==> src/rtl/clk_pkg.sv <==
// rtl/clk_pkg.sv - shared types and defaults for the clock divider bank
// Holds the lock/settle FSM state encoding and the default sizing of the bank.
package clk_pkg;

    localparam int NCH_DEFAULT    = 4;
    localparam int CW_DEFAULT     = 16;
    localparam int SETTLE_DEFAULT = 1024;

    typedef enum logic [1:0] {
        ST_WAIT_LOCK = 2'd0,
        ST_SETTLE    = 2'd1,
        ST_RUN       = 2'd2
    } fsm_state_t;

endpackage

==> src/rtl/clk_div_ch.sv <==
// rtl/clk_div_ch.sv - one programmable divider channel with shadowed config
// Ports: clkin/reset; run_next (bank is in RUN next cycle); en (channel enable);
// load/div_in/duty_in (shadow capture); clkoutd/tick (registered outputs);
// pending (shadow not yet applied).
module clk_div_ch
    import clk_pkg::*;
#(
    parameter int CW = CW_DEFAULT
) (
    input  logic          clkin,
    input  logic          reset,
    input  logic          run_next,
    input  logic          en,
    input  logic          load,
    input  logic [CW-1:0] div_in,
    input  logic [CW-1:0] duty_in,
    output logic          clkoutd,
    output logic          tick,
    output logic          pending
);

    logic [CW-1:0] cnt_q, cnt_d;
    logic [CW-1:0] div_q, div_d;
    logic [CW-1:0] duty_q, duty_d;
    logic [CW-1:0] sdiv_q, sdiv_d;
    logic [CW-1:0] sduty_q, sduty_d;
    logic          pend_q, pend_d;
    logic          live_q, live_d;
    logic          clk_q, clk_d;
    logic          tick_q, tick_d;

    logic [CW-1:0] last_cnt;
    logic          go;
    logic          wrap;
    logic          apply;

    always_comb begin
        // A divide value of 0 behaves as 1, so the last count is 0 in both cases.
        last_cnt = (div_q == '0) ? '0 : div_q - CW'(1);
        go       = run_next & en;
        wrap     = (cnt_q >= last_cnt);
        // live_q says the channel produced valid output this cycle; anything
        // not live (disabled, outside RUN, just starting) takes the shadow now.
        apply    = pend_q & (~go | ~live_q | wrap);

        sdiv_d  = sdiv_q;
        sduty_d = sduty_q;
        pend_d  = pend_q;
        div_d   = div_q;
        duty_d  = duty_q;
        // A fresh load beats an apply in the same cycle; the new values then
        // wait for the following wrap.
        if (load) begin
            sdiv_d  = div_in;
            sduty_d = duty_in;
            pend_d  = 1'b1;
        end else if (apply) begin
            div_d  = sdiv_q;
            duty_d = sduty_q;
            pend_d = 1'b0;
        end

        live_d = go;
        if (!go || !live_q || wrap) begin
            cnt_d = '0;
        end else begin
            cnt_d = cnt_q + CW'(1);
        end

        // Outputs are registered from the next counter value so they line up
        // with cnt_q in the cycle they are visible.
        tick_d = go & (cnt_d == '0);
        clk_d  = go & (cnt_d < duty_d);
    end

    always_ff @(posedge clkin or posedge reset) begin
        if (reset) begin
            cnt_q   <= '0;
            div_q   <= CW'(1);
            duty_q  <= '0;
            sdiv_q  <= CW'(1);
            sduty_q <= '0;
            pend_q  <= 1'b0;
            live_q  <= 1'b0;
            clk_q   <= 1'b0;
            tick_q  <= 1'b0;
        end else begin
            cnt_q   <= cnt_d;
            div_q   <= div_d;
            duty_q  <= duty_d;
            sdiv_q  <= sdiv_d;
            sduty_q <= sduty_d;
            pend_q  <= pend_d;
            live_q  <= live_d;
            clk_q   <= clk_d;
            tick_q  <= tick_d;
        end
    end

    assign clkoutd = clk_q;
    assign tick    = tick_q;
    assign pending = pend_q;

endmodule

==> src/rtl/clk_div_bank.sv <==
// rtl/clk_div_bank.sv - lock-qualified bank of phase-aligned clock dividers
// Ports: clkin/reset; lock (async PLL lock); ch_en, div_val, duty_val, cfg_load
// (per-channel config, CW bits per channel); clkoutd/tick (per-channel outputs);
// ready (bank running); cfg_ack (last load fully applied).
module clk_div_bank
    import clk_pkg::*;
#(
    parameter int NCH    = NCH_DEFAULT,
    parameter int CW     = CW_DEFAULT,
    parameter int SETTLE = SETTLE_DEFAULT
) (
    input  logic              clkin,
    input  logic              reset,
    input  logic              lock,
    input  logic [NCH-1:0]    ch_en,
    input  logic [NCH*CW-1:0] div_val,
    input  logic [NCH*CW-1:0] duty_val,
    input  logic              cfg_load,
    output logic [NCH-1:0]    clkoutd,
    output logic [NCH-1:0]    tick,
    output logic              ready,
    output logic              cfg_ack
);

    localparam int SW = (SETTLE > 1) ? $clog2(SETTLE) : 1;
    localparam logic [SW-1:0] SETTLE_LAST = SW'(SETTLE - 1);

    logic          sync1_q;
    logic          lock_s_q;
    fsm_state_t    state_q, state_d;
    logic [SW-1:0] scnt_q, scnt_d;
    logic          ready_q, ready_d;
    logic          ack_wait_q, ack_wait_d;
    logic          cfg_ack_q, cfg_ack_d;
    logic [NCH-1:0] pend;

    always_comb begin
        state_d = state_q;
        scnt_d  = scnt_q;
        case (state_q)
            ST_WAIT_LOCK: begin
                scnt_d = '0;
                if (lock_s_q) state_d = ST_SETTLE;
            end
            ST_SETTLE: begin
                if (!lock_s_q) begin
                    state_d = ST_WAIT_LOCK;
                    scnt_d  = '0;
                end else if (scnt_q == SETTLE_LAST) begin
                    state_d = ST_RUN;
                    scnt_d  = '0;
                end else begin
                    scnt_d = scnt_q + SW'(1);
                end
            end
            ST_RUN: begin
                if (!lock_s_q) state_d = ST_WAIT_LOCK;
            end
            default: begin
                state_d = ST_WAIT_LOCK;
                scnt_d  = '0;
            end
        endcase
        ready_d = (state_d == ST_RUN);

        // Only the newest load is acknowledged: a load restarts the wait, and
        // the ack fires once every channel has dropped its pending flag.
        ack_wait_d = ack_wait_q;
        cfg_ack_d  = 1'b0;
        if (cfg_load) begin
            ack_wait_d = 1'b1;
        end else if (ack_wait_q && (pend == '0)) begin
            ack_wait_d = 1'b0;
            cfg_ack_d  = 1'b1;
        end
    end

    always_ff @(posedge clkin or posedge reset) begin
        if (reset) begin
            sync1_q    <= 1'b0;
            lock_s_q   <= 1'b0;
            state_q    <= ST_WAIT_LOCK;
            scnt_q     <= '0;
            ready_q    <= 1'b0;
            ack_wait_q <= 1'b0;
            cfg_ack_q  <= 1'b0;
        end else begin
            sync1_q    <= lock;
            lock_s_q   <= sync1_q;
            state_q    <= state_d;
            scnt_q     <= scnt_d;
            ready_q    <= ready_d;
            ack_wait_q <= ack_wait_d;
            cfg_ack_q  <= cfg_ack_d;
        end
    end

    // Channels see the next-cycle RUN state so their registered outputs turn
    // on and off in the same cycle as ready.
    for (genvar i = 0; i < NCH; i++) begin : g_ch
        clk_div_ch #(
            .CW (CW)
        ) u_ch (
            .clkin    (clkin),
            .reset    (reset),
            .run_next (ready_d),
            .en       (ch_en[i]),
            .load     (cfg_load),
            .div_in   (div_val[i*CW +: CW]),
            .duty_in  (duty_val[i*CW +: CW]),
            .clkoutd  (clkoutd[i]),
            .tick     (tick[i]),
            .pending  (pend[i])
        );
    end

    assign ready   = ready_q;
    assign cfg_ack = cfg_ack_q;

endmodule

==> config.mk <==
export PLATFORM = sky130hd
export DESIGN_NAME = clk_div_bank
export DESIGN_NICKNAME = d
export VERILOG_FILES = /design/src/rtl/clk_pkg.sv /design/src/rtl/clk_div_ch.sv /design/src/rtl/clk_div_bank.sv
export SDC_FILE = /design/constraint.sdc
export NUM_CORES = 1
export LEC_CHECK = 0
export CORE_ASPECT_RATIO = 0.7
export CORE_MARGIN = 1.5
export CORE_UTILIZATION = 48
export CTS_BUF_LIST = sky130_fd_sc_hd__clkbuf_2
export DETAILED_ROUTE_END_ITERATION = 10
export PLACE_DENSITY = 0.68
export SLEW_MARGIN = 20
export SYNTH_ARGS = -nofsm -noshare
export SYNTH_HDL_FRONTEND = slang
export SYNTH_HIERARCHICAL = 1
export SYNTH_SLANG_ARGS = --single-unit
==> constraint.sdc <==
create_clock -name clkin -period 6.3 [get_ports clkin]
set_clock_uncertainty 0.2 [all_clocks]
set_input_delay 1.26 -clock clkin [delete_from_list [all_inputs] [get_ports clkin]]
set_output_delay 1.26 -clock clkin [all_outputs]
set_load 0.02 [all_outputs]
==> impl_metrics.py <==
metrics = {
    "run_status": {
        "status": "completed",
    },
    "sta": {
        "grt_setup_unrepaired": "false",
        "slew_headroom": 0.3749,
        "finalHoldViolations": 0,
        "period_minus_slack_ns": 5.738,
        "fin_setup_tns_ns": 0,
        "worst_pin_slew_ns": 0.9366,
        "setup_viol": 0,
        "fin_crit_sh": 0.9107,
        "timing.fmax_mhz": 174.3,
        "maxSlewViolCount": 0,
    },
    "floorplan": {
        "rows": 60,
        "die_h_um": 169.7,
        "start_util": 0.4912,
        "io_pins": 146,
        "die-area_um2": 40940,
        "fp.dieW_um": 241.2,
        "coreArea_um2": 38810,
    },
    "detailed_routing": {
        "dr.pass1.iters": 5,
        "viasPerCell": 5.385,
        "post_drt_wl_per_cell_um": 16.38,
        "via_count": 13431,
        "routed_wirelength_um": 40860,
        "dr.first_iter.drc_count": 770,
        "drc": 0,
        "ant_nets": 0,
    },
    "finish": {
        "drive_gt1_frac": 0.1823,
        "nets": 2178,
        "final_common_cell": "dfrtp_1",
        "layout_common_cells": "345 x dfrtp_1, 147 x mux2_2, 146 x nand2_1, 144 x clkdlybuf4s50_1, 137 x ha_1",
        "post-route-util": 0.5606,
        "syn_to_final_growth_pct": 14.14,
        "fin_area_um2": 21760,
    },
    "clock_tree": {
        "clock_sinks": 353,
        "cts_buffer_depth": 3,
        "postCtsResizedCells": 0,
        "clk_latency_ns": 0.98,
        "cts_setup_buffers": 0,
        "cts_buffers": 87,
        "htreeDepth": 3,
        "clkTransAtPathRegs_ns": 0.11,
        "cts_tree": "done",
        "root_buffer": "clkbuf_2",
        "postCtsHoldBufs": 0,
    },
    "synth": {
        "synthMuxAreaShare": 0.1617,
        "yosysSeqAreaShare": 0.4639,
        "synth_area_leaders": "dfrtp_1 45%, ha_1 9.0%, mux2_2 8.7%, mux2i_1 3.2%, xor2_1 2.9%",
        "yosys.area.top_type": "dfrtp_1",
        "synthFlopType": "dfrtp_1",
        "syn_nets": 1974,
        "avgSynthCellArea_um2": 11.21,
        "synthSimpleGateAreaFrac": 0.1338,
        "ys_seq_elements": 353,
        "synth_top_family_by_area": "multiplexers",
        "synth_fa_ha_area_frac": 0.08992,
        "yosysTopAreaCellShare": 0.4529,
        "synth.cell_area_um2": 19060,
        "synth_cells": 1701,
        "synth-warning-count": 6,
        "async_reset_ff_frac": 1.000,
        "ys_types": 75,
        "synth-xor-area-share": 0.04778,
        "synth_edf_count": 0,
        "synth-compound-area-share": 0.06878,
    },
    "setup_path": {
        "rr_endpoint": "g_ch[0].u_ch/clkoutd",
        "cp_cell_sequence": "or4_1 > nor2_1 > nand4_1 > a21bo_2 > ha_1 > nand4_1 > or3_1 > or4_4 > and3_4 > nor2_8 > mux2i_1 > ha_1 > a21oi_1 > nor2_1 > a2111oi_0 > o31ai_1 > a21oi_1 > o31a_1",
        "reg2regPathDepth": 18,
        "max_stage_delay_ns": 0.58,
        "cp.arrival_ns": 6.41,
        "cp.required_ns": 6.97,
        "critPathSlowestCell": "or4_1",
        "crit_end": "g_ch[0].u_ch/clkoutd",
        "path_max_fanout": 27,
        "critical_path_class": "register to register",
        "cp_top_family": "simple AND/OR/NAND/NOR gates",
        "cp_num_buf_inv": 0,
        "start_kind": "register",
        "r2r-start": "g_ch[0].u_ch/div_q[11]",
        "cp-startpoint": "g_ch[0].u_ch/div_q[11]",
        "end_kind": "register",
        "reg2reg_slack_ns": 0.56,
        "crit_cells": 18,
    },
    "power": {
        "ir_drop_mv": 0.1330,
        "power_mw": 5.066,
        "power_density_nw_per_um2": 232.8,
        "power.leakage_nw": 9.939,
    },
    "grt": {
        "grt_usage": 0.2064,
        "grt_max_degree": 74,
        "met1_usage": 0.3036,
        "top_usage_layer": "met1",
        "grt_pass1_vias": 13473,
        "grt_pass1_wl_um": 67790,
        "grt_overflow": 0,
        "use_met3": 0.04587,
        "met2_usage": 0.2992,
        "antenna_found_initial": 1,
    },
    "place": {
        "gp_congestion": 0.8519,
        "io_buffers": 145,
        "place_hpwl_um": 29660,
        "place_area_um2": 21010,
    },
    "worst_hold_path": {
        "hold_path_class": "register to register",
    },
    "job": {
        "drv_cap": 0,
    },
}
==> sequential cells by signal, summed over array words and instances, names as in the netlist, 2 cells and up <==
register           cells
g_ch.u_ch/pending      4
g_ch.u_ch/duty_q      64
state_q                2
g_ch.u_ch/sduty_q     64
g_ch.u_ch/cnt_q       64
g_ch.u_ch/tick         4
scnt_q                10
g_ch.u_ch/clkoutd      4
g_ch.u_ch/sdiv_q      64
g_ch.u_ch/div_q       64
g_ch.u_ch/live_q       4
==> per-layer routing <==
layer	wire, um	share of wire
met5	0	0
met4	937	0.023
met3	2165	0.053
met2	17290	0.42
met1	20460	0.50
==> stage by stage <==
stage	hold WS, ns	worst slack [ns]	instances
final	0.1604	0.5625	2494
after global routing	0.1877	0.06636	2493
after CTS	0.1601	0.5557	2491
after detailed placement	0.1355	0.6449	2343
after global placement	0.1327	0.7333	2343
after floorplan	0.1312	1.224	1701
==> final cells by class <==
cell class / count / area, um^2
diodes: 3 / 7.507
clock buffers: 117 / 585.6
clock inverters: 31 / 155.1
fillers: 3356 / 17050
inverters: 90 / 345.3
multi-input cells: 1209 / 9568
flip-flops and latches: 353 / 8843
well taps: 527 / 659.4
repair buffers: 164 / 1595
==> Yosys cell counts, types with 16 or more instances <==
cell type	instances
xor2_1	64
ha_1	137
mux2i_1	60
mux2_2	147
nand2_1	146
o21ai_0	38
xnor2_1	40
and3_1	16
nand4_1	36
inv_1	90
clkbuf_1	23
mux2_4	28
nor2_1	110
a21oi_1	47
nor3_1	33
nor4_1	18
nand3_1	60
mux2_1	36
dfrtp_1	345
==> power by group <==
| group | switching (mW) | internal [mW] | leakage [nW] | total [mW] |
|---|---|---|---|---|
| sequential | 0.178 | 2.51 | 4.33 | 2.69 |
| combinational | 0.430 | 0.468 | 5.05 | 0.898 |
| clock | 0.932 | 0.546 | 0.563 | 1.48 |
| total | 1.54 | 3.53 | 9.94 | 5.07 |
==> kinds of logic after synthesis <==
kind of cell / after synthesis
xor gates and xnor gates: 104
and+or+nand+nor: 509
muxes: 271
adders and majority gates: 137
buffers and inverters: 139
AOI/OAI and AO/OA: 188
DFF: 353
==> worst min-delay path by stage <==
stage	from	endpoint	slack [ns]	cells after the start
after floorplan	sync1_q	lock_s_q	0.13	0
after global placement	sync1_q	lock_s_q	0.13	0
after detailed placement	sync1_q	lock_s_q	0.14	0
final	sync1_q	lock_s_q	0.16	0
after CTS	sync1_q	lock_s_q	0.16	0
after global routing	sync1_q	lock_s_q	0.19	0
Note: power is estimated with default switching activity, not from simulation.
